<file path="config.mk">
export PLATFORM = sky130hd
export DESIGN_NAME = ram_arbiter
export DESIGN_NICKNAME = d
export VERILOG_FILES = /design/src/rtl/ram_arbiter.sv
export SDC_FILE = /design/constraint.sdc
export NUM_CORES = 1
export LEC_CHECK = 0
export BUFFER_PORTS_ARGS = -buffer_cell sky130_fd_sc_hd__buf_2
export CORE_ASPECT_RATIO = 0.8
export CORE_MARGIN = 4
export CORE_UTILIZATION = 39
export CTS_BUF_LIST = sky130_fd_sc_hd__clkbuf_4 sky130_fd_sc_hd__clkbuf_8 sky130_fd_sc_hd__clkbuf_16
export CTS_CLUSTER_SIZE = 25
export DETAILED_ROUTE_END_ITERATION = 12
export PLACE_DENSITY_LB_ADDON = 0.05
export RECOVER_POWER = 50
export SLEW_MARGIN = 25
export SYNTH_ARGS = -nofsm -noshare
export SYNTH_HDL_FRONTEND = slang
export SYNTH_SLANG_ARGS = --single-unit
</file>
<file path="constraint.sdc">
create_clock -name clk -period 1.97 [get_ports clk]
set_input_delay 0.197 -clock clk [delete_from_list [all_inputs] [get_ports clk]]
set_output_delay 0.197 -clock clk [all_outputs]
set_load 0.05 [all_outputs]
</file>
<file path="src/rtl/ram_arbiter.sv">
// rtl/ram_arbiter.sv - round-robin fetch/execute arbiter and clear sequencer for a single-port RAM
module ram_arbiter #(
    parameter int AW         = 8,
    parameter int DW         = 16,
    parameter int CLR_CYCLES = 2
) (
    input  logic          clk,
    input  logic          reset,
    input  logic          clr_req,
    input  logic          f_req,
    input  logic [AW-1:0] f_addr,
    output logic          f_ack,
    output logic [DW-1:0] f_rdata,
    output logic          f_valid,
    input  logic          e_req,
    input  logic          e_we,
    input  logic [AW-1:0] e_addr,
    input  logic [DW-1:0] e_wdata,
    output logic          e_ack,
    output logic [DW-1:0] e_rdata,
    output logic          e_valid,
    output logic [AW-1:0] ram_addr,
    output logic [DW-1:0] ram_datain,
    output logic          ram_enable,
    output logic          ram_read_en,
    output logic          ram_write_en,
    output logic          ram_clear,
    input  logic [DW-1:0] ram_dataout,
    output logic          busy
);

    localparam int CW = (CLR_CYCLES > 1) ? $clog2(CLR_CYCLES) : 1;

    typedef enum logic [1:0] {
        IDLE   = 2'd0,
        CLEAR  = 2'd1,
        ACCESS = 2'd2,
        RESP   = 2'd3
    } state_t;

    state_t        state;
    logic          pending;
    logic          last_f;
    logic          sel_e;
    logic          we_r;
    logic [CW-1:0] cnt;
    logic          win_e;

    // execute wins when alone, or on a tie when fetch was granted last
    assign win_e = e_req & (~f_req | last_f);

    // single sequencer: arbitration, RAM command generation and response capture
    always_ff @(posedge clk or posedge reset) begin
        if (reset) begin
            state        <= IDLE;
            pending      <= 1'b0;
            last_f       <= 1'b1;
            sel_e        <= 1'b0;
            we_r         <= 1'b0;
            cnt          <= '0;
            f_ack        <= 1'b0;
            f_rdata      <= '0;
            f_valid      <= 1'b0;
            e_ack        <= 1'b0;
            e_rdata      <= '0;
            e_valid      <= 1'b0;
            ram_addr     <= '0;
            ram_datain   <= '0;
            ram_enable   <= 1'b0;
            ram_read_en  <= 1'b0;
            ram_write_en <= 1'b0;
            ram_clear    <= 1'b0;
            busy         <= 1'b0;
        end else begin
            f_ack   <= 1'b0;
            e_ack   <= 1'b0;
            f_valid <= 1'b0;
            e_valid <= 1'b0;
            if (state != IDLE && clr_req) begin
                pending <= 1'b1;
            end
            case (state)
                IDLE: begin
                    if (pending || clr_req) begin
                        state      <= CLEAR;
                        pending    <= 1'b0;
                        cnt        <= CW'(CLR_CYCLES - 1);
                        ram_enable <= 1'b1;
                        ram_clear  <= 1'b1;
                        busy       <= 1'b1;
                    end else if (f_req || e_req) begin
                        if (win_e) begin
                            sel_e        <= 1'b1;
                            we_r         <= e_we;
                            ram_addr     <= e_addr;
                            ram_datain   <= e_wdata;
                            ram_read_en  <= ~e_we;
                            ram_write_en <= e_we;
                            e_ack        <= 1'b1;
                            last_f       <= 1'b0;
                        end else begin
                            sel_e        <= 1'b0;
                            we_r         <= 1'b0;
                            ram_addr     <= f_addr;
                            ram_read_en  <= 1'b1;
                            ram_write_en <= 1'b0;
                            f_ack        <= 1'b1;
                            last_f       <= 1'b1;
                        end
                        ram_enable <= 1'b1;
                        state      <= ACCESS;
                        busy       <= 1'b1;
                    end
                end
                ACCESS: begin
                    ram_enable   <= 1'b0;
                    ram_read_en  <= 1'b0;
                    ram_write_en <= 1'b0;
                    if (we_r) begin
                        state <= IDLE;
                        busy  <= 1'b0;
                    end else begin
                        state <= RESP;
                    end
                end
                RESP: begin
                    if (sel_e) begin
                        e_rdata <= ram_dataout;
                        e_valid <= 1'b1;
                    end else begin
                        f_rdata <= ram_dataout;
                        f_valid <= 1'b1;
                    end
                    state <= IDLE;
                    busy  <= 1'b0;
                end
                CLEAR: begin
                    if (cnt == '0) begin
                        ram_enable <= 1'b0;
                        ram_clear  <= 1'b0;
                        state      <= IDLE;
                        busy       <= 1'b0;
                    end else begin
                        cnt <= cnt - 1'b1;
                    end
                end
                default: begin
                    state <= IDLE;
                    busy  <= 1'b0;
                end
            endcase
        end
    end

endmodule

</file>
==> metrics.cfg, run 1 <==
[worst_hold_path]
hold_path.class=input port to flip-flop
hold_start=e_wdata[6]

[synthesis]
netlist.area_leader.share_pct=58.5
synthTopCellsByCount=dfrtp_1, mux2_2, o21ai_0
ys.flop_type=dfrtp_1
yosysUniqueCellTypes=35
synth.ff_latch_count=72
synth_area_leaders=dfrtp_1, mux2_2, mux2_4
synthMostInstantiatedCell=dfrtp_1
syn_nets=286
synthCells=227
synth_top_area_cell=dfrtp_1
yosysWarningCount=0
avgSynthCellArea_sq_um=13.4
async_reset_ff_share_pct=100
synth_edf_count=0
netlist_area_sq_um=3040
yosysSeqAreaShare_pct=59.4

[setup_path]
start_kind=flip-flop
cp-end-kind=flip-flop
cp.arrival_ns=2.12
cp-startpoint=state[1]
critical_path_class=flip-flop to flip-flop
cp_data_required_time_ns=2.19
critPathMaxFanout=16
r2r_start=state[1]

[timing]
max_slew_margin_pct=7.61
fin_crit_sh_pct=96.3
worst_pin_slew_ns=1.38
setup_viol=0
fin_skew_ns=0.0119
fin_ws_ns=0.0720
fmax_mhz=527
min_period_ns=1.90
hold_viol=0
drv_slew=0
grt_setup_unrepaired=false

[clock_tree]
cts.clk_slew.worst_paths_ns=0.08
clock_sinks=72
root_buffer=clkbuf_8
clockBufferDepth=2
h-tree-depth=3
numCtsBuffers=9
clock_latency_ns=0.34
cts_tree=built

[finish]
multi_input_area_sq_um=1140
fill_cells=724
antenna_cells=0
fin_nets=417
final_area_sq_um=3960
seqCellArea_sq_um=1800
syn_to_final_growth_pct=30.2
drive_above_1_share_pct=39.7
fin_cells=468

[placement]
preCtsSetupSlack_ns=0.0502
dp_hpwl_microns=4960
port_buffers=118
post-place-cells=451
place_area_sq_um=3830
gp_congestion=0.753

[route]
drt_pre_antenna_iters=4
vias=2235
drt-total-wl_microns=6910
initialDrtViolationCount=79
wire_per_inst_microns=14.8
drc=0
ant_nets=0
viasPerCell=4.78

[run]
drv_cap=0

[die]
rows=28
start_util_pct=40.5
die_area_sq_um=9270
core_area_sq_um=7500
num_io_pins=119
die_height_microns=86.9
dieWidth_microns=107

[global_routing]
grt_pass1_wl_microns=11400
grt.total_usage_pct=15.5
grt.overflow.total=0
grt_max_degree=37
grt_pass1_vias=2321
antenna_found_initial=0

[outcome]
status=finished clean

## registers in the layout, indices dropped and copies added (netlist names)
name / cells
e_rdata: 16
f_rdata: 16
ram_datain: 16
ram_addr: 8
state: 2
busy: 1
cnt: 1
e_ack: 1
e_valid: 1
f_ack: 1
f_valid: 1
last_f: 1
pending: 1
ram_clear: 1
ram_enable: 1
ram_read_en: 1
ram_write_en: 1
sel_e: 1
we_r: 1
## through the flow
step	TNS (ns)	utilization, %	hold slack (ns)
finish	0	52.8	0.0885
global route	0	52.8	0.0560
CTS	0	53.8	0.0655
detailed placement	0	51.1	0.334
global placement	0	51.1	0.327
floorplan	-1.38	-	0.346
## repair_timing
| item | in CTS | in global routing |
|---|---|---|
| endpoints found under the setup margin | 0 | 11 |
| gates resized for setup | 0 | 1 |
| hold endpoints to repair | 25 | 0 |
| buffers inserted | 0 | 0 |
| hold buffers | 1 | 0 |
## routing by layer
layer / wire length (microns) / GRT usage, %
met1: 3310 / 21.1
met2: 2900 / 23.4
met3: 621 / 5.63
met4: 82 / 4.53
met5: 0 / 0
## worst max-delay path: stages (launching register included)
cell	delay (ns)
dfrtp_1	0.39
inv_2	0.10
ha_4	0.13
or3b_1	0.36
or3_4	0.35
buf_12	0.17
mux2_4	0.30
## final cells by class
cell class	count	area share, %
sequential	72	45.6
tap	105	3.32
timing repair buffer	133	16.4
clock buffer	9	3.13
clock inverter	7	1.77
inverter	10	0.981
multi-input combinational	132	28.8
## cell families (layout without fill, tap and decap cells)
kind of cell | Yosys count | count (layout) | share of synthesized area [%]
fa+ha+maj | 5 | 5 | 2.06
flops | 72 | 72 | 59.4
simple gates | 29 | 29 | 5.32
compound gates | 45 | 45 | 8.69
buf+inv | 23 | 159 | 3.67
mux | 53 | 53 | 20.9
## path summary, 6_finish.rpt
path	slack (ns)	to	cells after the start
worst min register to register	0.51	f_rdata[1]	1
worst min-delay path	0.09	ram_datain[6]	2
worst max register to register	0.07	ram_datain[7]	6
min in group asynchronous	0.71	ram_datain[11]	3
worst max-delay path	0.07	ram_datain[7]	6
max in group asynchronous	0.42	ram_datain[1]	4
## cells in the final DEF (no fill, tap or decap), types with 3 or more instances in the layout
cell      synthesis  routed
a21oi_1          11      11
a31oi_1           8       8
buf_2             1      54
buf_4             0      11
clkbuf_1         10      64
clkbuf_8          0       9
clkinv_2          0       3
dfrtp_1          71      71
ha_1              5       4
inv_1            10       7
mux2_2           43      43
mux2_4           10      10
nand2_1           3       3
nand2b_1          3       3
nand3_1           8       8
nor2_1            4       4
o21ai_0          17      17
Power of run 1 is left out: the tool's default activity adds up to more than one toggle a clock period on the data nets, which glitch-free logic cannot reach.
==> run 2, diff against run 1 <==
Settings changed: RECOVER_POWER 50 to 25.
==> metrics.cfg, run 2 (synthesis gave the netlist of run 1 again) <==
[global_routing]
grt_pass1_vias=2321
antenna_found_initial=0
grt.overflow.total=0
grt.total_usage_pct=15.5
grt_pass1_wl_microns=11400
grt_max_degree=37

[clock_tree]
clockBufferDepth=2
cts_tree=built
cts.clk_slew.worst_paths_ns=0.08
root_buffer=clkbuf_8
numCtsBuffers=9
clock_latency_ns=0.34
clock_sinks=72
h-tree-depth=3

[route]
wire_per_inst_microns=14.8
viasPerCell=4.79
vias=2243
ant_nets=0
drc=0
drt-total-wl_microns=6910
initialDrtViolationCount=80
drt_pre_antenna_iters=4

[setup_path]
cp_slowest_cell=dfrtp_1
slowest_delay_ns=0.39
worst-path-buf-inv=2
cp_data_required_time_ns=2.19
reg2reg_to=ram_datain[7]
r2r_start=state[1]
path_delay_family=simple AND/OR/NAND/NOR gates
reg2reg_depth=6
critical_path_class=flip-flop to flip-flop
critPathMaxFanout=16
cp.arrival_ns=2.12
cp_cell_sequence=inv_2 > ha_4 > or3b_1 > or3_4 > buf_12 > mux2_4
rrSetupSlack_ns=0.07
cp-end-kind=flip-flop
start_kind=flip-flop

[finish]
seqCellArea_sq_um=1800
drive_above_1_share_pct=50.4
fin_nets=417
antenna_cells=0
syn_to_final_growth_pct=31.9
fill_cells=700
layout_commonest_cell=buf_2
top_regs=e_rdata: 16 flops, f_rdata: 16 flops, ram_datain: 16 flops
layout_common_cells=buf_2, dfrtp_1, mux2_2
multi_input_area_sq_um=1140

[worst_hold_path]
hold_end=ram_datain[6]
hold_path.class=input port to flip-flop
holdPathStages=2
hold_start=e_wdata[6]

[die]
core_area_sq_um=7500
start_util_pct=40.5
die_area_sq_um=9270
rows=28
num_io_pins=119
die_height_microns=86.9
dieWidth_microns=107

[timing]
setup_viol=0
fin_skew_ns=0.0118
fin_setup_tns_ns=0
fmax_mhz=527
worst_pin_slew_ns=1.38
min_period_ns=1.90
fin_ws_ns=0.0708
fin_crit_sh_pct=96.4
max_slew_margin_pct=7.55
hold_viol=0
grt_setup_unrepaired=false
drv_slew=0

[placement]
dp_hpwl_microns=4960
preCtsSetupSlack_ns=0.0502
port_buffers=118
gp_congestion=0.753

[outcome]
status=finished clean

[run]
drv_cap=0

## run 2: layer usage
| layer | up-vias | GRT usage [%] | part of all wire, % |
|---|---|---|---|
| met4 | 0 | 4.53 | 1.2 |
| met3 | 9 | 5.63 | 9.1 |
| li1 | 1071 | - | - |
| met2 | 88 | 23.4 | 42 |
| met1 | 1075 | 21.1 | 48 |
| met5 | - | 0 | 0 |
## run 2: how the worst max path moves through the flow
stage,from,end,slack (ns),cells after the start
after floorplan,state[1],ram_datain[0],-0.14,8
after global placement,state[1],ram_datain[4],0.08,6
after detailed placement,state[1],ram_datain[7],0.05,6
after CTS,state[1],ram_datain[7],0.04,6
after global routing,state[1],ram_datain[7],0.008,6
final,state[1],ram_datain[7],0.07,6
## run 2: layout make-up
cell class | instances | area share (%)
multi-input cells | 132 | 28.5
clock buffers | 9 | 3.09
well taps | 105 | 3.28
inverters | 10 | 0.968
flip-flops and latches | 72 | 45.0
clock inverters | 7 | 1.75
repair buffers | 133 | 17.5
## run 2: what timing repair did
item / 4_1_cts / 5_1_grt
hold endpoints to repair: 25 / 0
setup endpoints to repair: 0 / 11
setup buffers: 0 / 0
hold buffers: 1 / 0
resized for setup: 0 / 1
## run 2: per-stage QoR
stage	instance area, sq um	cells	utilization (%)	hold slack, ns
2_1_floorplan	3050	227	-	0.346
3_3_place_gp	3830	451	51.1	0.327
3_5_place_dp	3830	451	51.1	0.334
4_1_cts	4040	468	53.8	0.0655
5_1_grt	4010	468	53.4	0.0560
6_report	4010	468	53.4	0.0878
Power of run 2 is left out for the same reason.
==> run 3, diff against run 2 <==
Settings changed: CORE_UTILIZATION 39 to 44.
==> metrics.cfg, run 3 (synthesis gave the netlist of run 1 again) <==
[setup_path]
worst-path-buf-inv=2
start_kind=flip-flop
cp-end-kind=flip-flop
reg2reg_depth=6
critPathMaxFanout=16
rrSetupSlack_ns=0.05
slowest_delay_ns=0.39
r2r_start=state[0]
critical_path_class=flip-flop to flip-flop
path_delay_family=simple AND/OR/NAND/NOR gates
cp_cell_sequence=inv_2 > ha_4 > or3b_4 > or3_4 > buf_12 > mux2_4
cp_data_required_time_ns=2.18
reg2reg_to=ram_datain[9]
cp-startpoint=state[0]
cp.arrival_ns=2.13
cp_slowest_cell=dfrtp_1

[run]
drv_cap=0

[clock_tree]
clockBufferDepth=2
clock_latency_ns=0.33
clock_sinks=72
cts_tree=built
cts.clk_slew.worst_paths_ns=0.07
numCtsBuffers=9
root_buffer=clkbuf_8
h-tree-depth=3

[route]
wire_per_inst_microns=15.7
ant_nets=0
viasPerCell=5.09
initialDrtViolationCount=52
drt-total-wl_microns=6970
drt_pre_antenna_iters=4
vias=2263
drc=0

[timing]
worst_pin_slew_ns=1.37
min_period_ns=1.92
fin_skew_ns=0.00607
grt_setup_unrepaired=false
fin_crit_sh_pct=97.4
hold_viol=0
max_slew_margin_pct=8.04
drv_slew=0
setup_viol=0
fmax_mhz=521
hold_ws_ns=0.0989

[global_routing]
grt_pass1_wl_microns=11100
grt.total_usage_pct=17.3
grt_pass1_vias=2284
antenna_found_initial=0
grt.overflow.total=0
grt_max_degree=33

[placement]
port_buffers=118
dp_hpwl_microns=5140
post-place-cells=429
place_area_sq_um=3800
gp_congestion=0.786

[finish]
antenna_cells=0
utilization_pct=61.1
drive_above_1_share_pct=50.4
final_area_sq_um=4000
top_regs=e_rdata: 16 flops, f_rdata: 16 flops, ram_datain: 16 flops
fin_nets=417
fill_cells=571
layout_commonest_cell=buf_2
layout_common_cells=buf_2, dfrtp_1, mux2_2
seqCellArea_sq_um=1800
fin_cells=445
multi_input_area_sq_um=1140
syn_to_final_growth_pct=31.6

[die]
die_height_microns=82.3
core_area_sq_um=6540
rows=26
num_io_pins=119
start_util_pct=46.4
die_area_sq_um=8300
dieWidth_microns=101

[outcome]
status=finished clean

[worst_hold_path]
hold_end=ram_datain[10]
hold_start=e_wdata[10]
hold_path.class=input port to flip-flop
holdPathStages=2

run 3: through the flow:
step | setup WS (ns) | setup TNS, ns
after floorplan | -0.138 | -1.38
after global placement | 0.0878 | 0
after detailed placement | 0.0396 | 0
after CTS | 0.0130 | 0
after global routing | 0.00525 | 0
final | 0.0511 | 0
run 3: area by class of cell:
type	instances	area share (%)
clock buffers	10	3.44
multi-input cells	132	28.6
clock inverters	4	1.75
flip-flops and latches	72	45.1
well taps	84	2.63
repair buffers	133	17.5
inverters	10	0.971
run 3: worst max path at each step:
| stage | endpoint | slack [ns] | depth (start not counted) |
|---|---|---|---|
| 2_1_floorplan | ram_datain[0] | -0.14 | 8 |
| 3_3_place_gp | ram_datain[9] | 0.09 | 6 |
| 3_5_place_dp | ram_datain[9] | 0.04 | 6 |
| 4_1_cts | ram_datain[9] | 0.01 | 6 |
| 5_1_grt | ram_datain[9] | 0.005 | 6 |
| 6_report | ram_datain[9] | 0.05 | 6 |
run 3: metal layers:
layer	GRT usage (%)	vias up	routed length, microns
met5	0	-	0
met4	4.85	0	58
met3	6.21	7	757
met2	26.7	97	3060
met1	23.1	1085	3090
li1	-	1074	-
run 3: worst reg2reg max path, delay by kind of cell, from the launching register on:
family        cells  cell delay [ns]
flops             1             0.39
simple gates      2             0.72
fa+ha+maj         1             0.12
mux               1             0.31
buf+inv           2             0.26
run 3: repair_timing:
item,in CTS,in global routing
hold endpoints to repair,26,0
setup endpoints to repair,0,16
resized for setup,0,2
setup buffers,0,1
hold buffers,1,0
Power of run 3 is left out for the same reason.
